<file path="src/rtl/inst_fetch.sv">
// Instruction fetch stage: drives the instruction memory from a local pc and
// buffers returned {pc, inst} pairs in a small FIFO for the decode stage.
// Redirects (flush has priority over branch) empty the FIFO and reload pc.
module inst_fetch #(
    parameter logic [31:0] RESET_PC = 32'h0000_0000,
    parameter int          QDEPTH   = 2
) (
    input  logic        clk,
    input  logic        rst,
    output logic        ce,
    output logic [31:0] addr,
    input  logic [31:0] inst_i,
    input  logic        stall_i,
    input  logic        branch_flag_i,
    input  logic [31:0] branch_target_i,
    input  logic        flush_i,
    input  logic [31:0] new_pc_i,
    output logic        out_valid,
    input  logic        out_ready,
    output logic [31:0] out_inst,
    output logic [31:0] out_pc
);

    localparam int PTR_W = $clog2(QDEPTH);
    localparam int CNT_W = $clog2(QDEPTH + 1);

    localparam logic [CNT_W-1:0] CNT_FULL = CNT_W'(QDEPTH);
    localparam logic [PTR_W-1:0] PTR_LAST = PTR_W'(QDEPTH - 1);

    typedef enum logic [1:0] {
        ST_INIT,
        ST_RUN,
        ST_HOLD
    } state_t;

    state_t             r_state;
    logic [31:0]        r_pc;
    logic [CNT_W-1:0]   r_count;
    logic [PTR_W-1:0]   r_rd_ptr;
    logic [PTR_W-1:0]   r_wr_ptr;
    logic [31:0]        r_q_inst [QDEPTH];
    logic [31:0]        r_q_pc   [QDEPTH];

    logic               w_redirect;
    logic [31:0]        w_redirect_pc;
    logic               w_not_empty;
    logic               w_pop;
    logic               w_has_room;
    logic               w_push;
    logic [PTR_W-1:0]   w_rd_ptr_nxt;
    logic [PTR_W-1:0]   w_wr_ptr_nxt;

    // Redirect selection and the push/pop handshake for this cycle
    always_comb begin
        w_redirect    = flush_i | branch_flag_i;
        w_redirect_pc = flush_i ? new_pc_i : branch_target_i;
        w_redirect_pc = {w_redirect_pc[31:2], 2'b00};
        w_not_empty   = (r_count != '0);
        // A redirect discards any pop requested in the same cycle
        w_pop         = w_not_empty && out_ready && !w_redirect;
        // A full queue may still accept an entry when the head leaves this cycle
        w_has_room    = (r_count < CNT_FULL) || w_pop;
        // Stall pauses fetch immediately, before the state reaches HOLD
        w_push        = (r_state == ST_RUN) && !stall_i && !w_redirect && w_has_room;
    end

    // Pointer increment with wrap at the configured depth (depth need not be a power of two)
    always_comb begin
        w_rd_ptr_nxt = (r_rd_ptr == PTR_LAST) ? '0 : r_rd_ptr + 1'b1;
        w_wr_ptr_nxt = (r_wr_ptr == PTR_LAST) ? '0 : r_wr_ptr + 1'b1;
    end

    // Memory interface and head-of-queue outputs
    always_comb begin
        ce        = w_push;
        addr      = r_pc;
        out_valid = w_not_empty;
        out_inst  = '0;
        out_pc    = '0;
        if (w_not_empty) begin
            out_inst = r_q_inst[r_rd_ptr];
            out_pc   = r_q_pc[r_rd_ptr];
        end
    end

    // Control FSM: INIT for one cycle after reset, then RUN/HOLD following stall_i
    always_ff @(posedge clk or posedge rst) begin
        if (rst) begin
            r_state <= ST_INIT;
        end else begin
            case (r_state)
                ST_INIT: r_state <= ST_RUN;
                ST_RUN:  if (stall_i)  r_state <= ST_HOLD;
                ST_HOLD: if (!stall_i) r_state <= ST_RUN;
                default: r_state <= ST_INIT;
            endcase
        end
    end

    // Program counter: redirect reload in any state, otherwise advance on each fetch
    always_ff @(posedge clk or posedge rst) begin
        if (rst) begin
            r_pc <= RESET_PC;
        end else if (w_redirect) begin
            r_pc <= w_redirect_pc;
        end else if (w_push) begin
            r_pc <= r_pc + 32'd4;
        end
    end

    // Queue bookkeeping: redirect empties the queue, otherwise track push/pop
    always_ff @(posedge clk or posedge rst) begin
        if (rst) begin
            r_count  <= '0;
            r_rd_ptr <= '0;
            r_wr_ptr <= '0;
        end else if (w_redirect) begin
            r_count  <= '0;
            r_rd_ptr <= '0;
            r_wr_ptr <= '0;
        end else begin
            if (w_pop) begin
                r_rd_ptr <= w_rd_ptr_nxt;
            end
            if (w_push) begin
                r_wr_ptr <= w_wr_ptr_nxt;
            end
            if (w_push && !w_pop) begin
                r_count <= r_count + 1'b1;
            end else if (w_pop && !w_push) begin
                r_count <= r_count - 1'b1;
            end
        end
    end

    // Queue storage; contents are don't-care while the entry is not counted
    always_ff @(posedge clk) begin
        if (w_push) begin
            r_q_inst[r_wr_ptr] <= inst_i;
            r_q_pc[r_wr_ptr]   <= r_pc;
        end
    end

endmodule

</file>
<file path="config.mk">
export PLATFORM = sky130hd
export DESIGN_NAME = inst_fetch
export DESIGN_NICKNAME = d
export VERILOG_FILES = /design/src/rtl/inst_fetch.sv
export SDC_FILE = /design/constraint.sdc
export NUM_CORES = 1
export LEC_CHECK = 0
export CAP_MARGIN = 20
export CORE_MARGIN = 4
export CORE_UTILIZATION = 43
export CTS_CLUSTER_DIAMETER = 30
export CTS_CLUSTER_SIZE = 14
export DETAILED_ROUTE_END_ITERATION = 12
export PLACE_DENSITY = 0.78
export RECOVER_POWER = 25
export SYNTH_ARGS = -nofsm -noshare
export SYNTH_HDL_FRONTEND = slang
export SYNTH_SLANG_ARGS = --single-unit
</file>
<file path="constraint.sdc">
create_clock -name clk -period 4.3 [get_ports clk]
set_clock_uncertainty 0.15 [all_clocks]
set_input_delay 0.43 -clock clk [delete_from_list [all_inputs] [get_ports clk]]
set_output_delay 0.43 -clock clk [all_outputs]
set_load 0.02 [all_outputs]
</file>
==> impl_metrics.ini <==
[run_status]
status = complete, no violations

[synthesis]
netlist_instances = 539
synth_edf_count = 124
yosysTopAreaCell = edfxtp_1
yosysWarnings = 0
synth_flop_cell = edfxtp_1
synth.area.top_cells = edfxtp_1 (53%), dfrtp_1 (13%), mux2i_1 (9.7%)
synth_top_area_share = 0.530
syn_area_um2 = 7030
synthTopCellsByCount = edfxtp_1 (124), nor2_1 (77), mux2i_1 (68), dfrtp_1 (36), nand2_1 (25)
synth_seq_area_share = 0.658
synth-seq-cells = 160
synth.most_common_cell = edfxtp_1
synth_cell_types = 56
avgSynthCellArea_um2 = 13.0
async_flop_share = 0.225

[route]
final_antenna_net_count = 0
drc = 0
dr.pass1.iters = 4
drtIter0Drc = 269
wire_per_inst_um = 18.9
routed_wirelength_mm = 18.2
routed_via_density = 5.35
dr_total_vias = 5144

[global_routing]
first_global_vias = 5263
grt_usage = 0.201
grt_max_degree = 64
grt_antenna_before_repair = 0
grt_pass1_wl_mm = 28.1
grt_overflow = 0

[floorplan]
fp.coreArea_um2 = 15900
die_h_um = 136
die_area_um2 = 18500
fp.dieW_um = 136
core.rowCount = 46
ios = 200
start_util = 0.441

[power]
p_per_area_nw_per_um2 = 393
power.leakage_uw = 0.00330
finalPower_uw = 3860
power_frac_clock = 0.383
power.internal_uw = 2910
p_switching_uw = 953
combPwrFrac = 0.133
switching_share = 0.247
power.share.sequential = 0.484
vdd_drop_max_mv = 0.276

[critical_path]
crit_path_top_delay_cell = clkdlybuf4s50_1
path_cells = clkdlybuf4s50_1 -> buf_4 -> or2_1 -> or3_1 -> inv_1 -> clkdlybuf4s50_1
required_ps = 3720
cp_max_fo = 15
cp.arrival_ps = 2590
max_stage_delay_ps = 680
crit_type = in -> out
cpMostUsedCell = clkdlybuf4s50_1
cp-start-kind = primary input
end_kind = output port

[timing]
relSlewSlack = 0.407
tightest_slew_ps = 888
fmax_mhz = 316
setup_viol = 0
drv_slew = 0
hold_viol = 0
setup_ws_ps = 1130
fin_tns_setup_ps = 0
fin_crit_ps = 3170
fin_crit_sh = 0.736
rsz0062_at_grt = no

[cells_and_area]
antennaDiodeCount = 0
area_growth_pct = 39.7
drive_above_1_share = 0.0791
fin_nets = 836
fin_area_um2 = 9820
fin_cells = 962

[placed_design]
placed_area_um2 = 9200
dp.cells = 929
gp_congestion = 0.879
dp_hpwl_mm = 12.8
port_buffers = 191
dp_slack_ps = 987

[clock_network]
cts_setup_buffers = 0
numCtsBuffers = 17
cts_tree = built
clockBufferDepth = 2
clockRootBuffer = clkbuf_16
clk_pin_slew_ps = 60
cts.repair.resized = 0
clock-sinks = 160
htreeDepth = 4
clock_latency_ps = 420
ctsHoldBuffers = 0

[worst_hold_path]
min_path_type = in -> async

[run]
max_cap_viol_count = 0
## placed cells by master, fill, tap and decap left out, types with 3 or more instances in the layout
cell type,netlist,final
or3_1,5,5
and3_1,4,4
o21ai_1,5,5
edfxtp_1,124,124
nor4_1,4,4
clkbuf_16,0,17
nand3_1,15,15
a21oi_1,21,21
nand4_1,7,7
mux2i_1,68,68
xnor2_1,13,13
nor3_1,11,11
dfrtp_1,36,35
clkinv_4,0,6
xor2_1,5,5
nor2_1,77,75
o21ai_0,11,11
nor2b_1,4,4
and4_1,3,3
conb_1,1,4
dlygate4sd3_1,0,32
buf_4,4,11
clkdlybuf4s50_1,0,159
a22oi_1,13,13
or2_2,3,3
nand2_1,25,25
o22ai_1,7,7
inv_1,8,8
## cells by family after synthesis
logic type | count (synthesis) | share of synthesized area
adder cells (fa/ha/maj) | 1 | 0.00178
AND/OR/NAND/NOR | 173 | 0.124
multiplexers | 68 | 0.0968
other | 1 | 0.000533
AO/OA/AOI/OAI | 77 | 0.0714
flip-flops | 160 | 0.658
buffers and inverters | 41 | 0.0253
XOR/XNOR | 18 | 0.0224
## flip-flops by register name, summed over array words and instances (netlist names)
signal / count
addr: 30
r_count: 2
r_q_inst: 64
r_q_pc: 60
r_rd_ptr: 1
r_state: 2
r_wr_ptr: 1
## worst max-delay path: cells and delay by family
family,cells,cell delay (ps)
buffers and inverters,4,1510
AND/OR/NAND/NOR,2,650
## area by class of cell
class / count / area [um^2]
fill: 1247 / 6120
sequential: 160 / 4630
clock buffer: 20 / 457
clock inverter: 12 / 138
timing repair buffer: 204 / 2040
multi-input combinational: 341 / 2250
tap: 216 / 270
inverter: 9 / 33.8
## power by group through the flow
stage	registers [uW]	logic (uW)	clock network (uW)
final	1870	513	1480
after global routing	1880	556	1580
after CTS	1870	521	1510
after detailed placement	1900	517	0
after global placement	1890	508	0
after floorplan	1910	224	0
## per-stage QoR
stage / utilization / hold slack, ps
after global placement: 0.577 / 384
after global routing: 0.616 / 345
after detailed placement: 0.577 / 383
final: 0.616 / 295
after CTS: 0.614 / 295
after floorplan: - / 332
## path summary, 6_finish.rpt
check	end	slack [ps]	start	cells after the start
max	ce	1130	branch_flag_i	6
min	addr[19]$_DFFE_PP0P_	300	rst	2
max reg2reg	r_q_pc[0][29]$_DFFE_PP_	1490	r_state[1]$_DFFE_PP0P_	5
min reg2reg	r_q_pc[1][22]$_DFFE_PP_	390	addr[22]$_DFFE_PP0P_	0
max in group asynchronous	r_rd_ptr$_DFFE_PP0P_	2930	rst	3
min in group clk	r_q_pc[1][22]$_DFFE_PP_	390	addr[22]$_DFFE_PP0P_	0
## layer usage
layer / vias to the layer above / GRT usage / routed length [um]
li1: 2404 / - / -
met1: 2487 / 0.259 / 7670
met2: 224 / 0.323 / 8520
met3: 29 / 0.0592 / 1580
met4: 0 / 0.0739 / 406
met5: - / 0 / 0
Note: power is estimated with default switching activity, not from simulation.
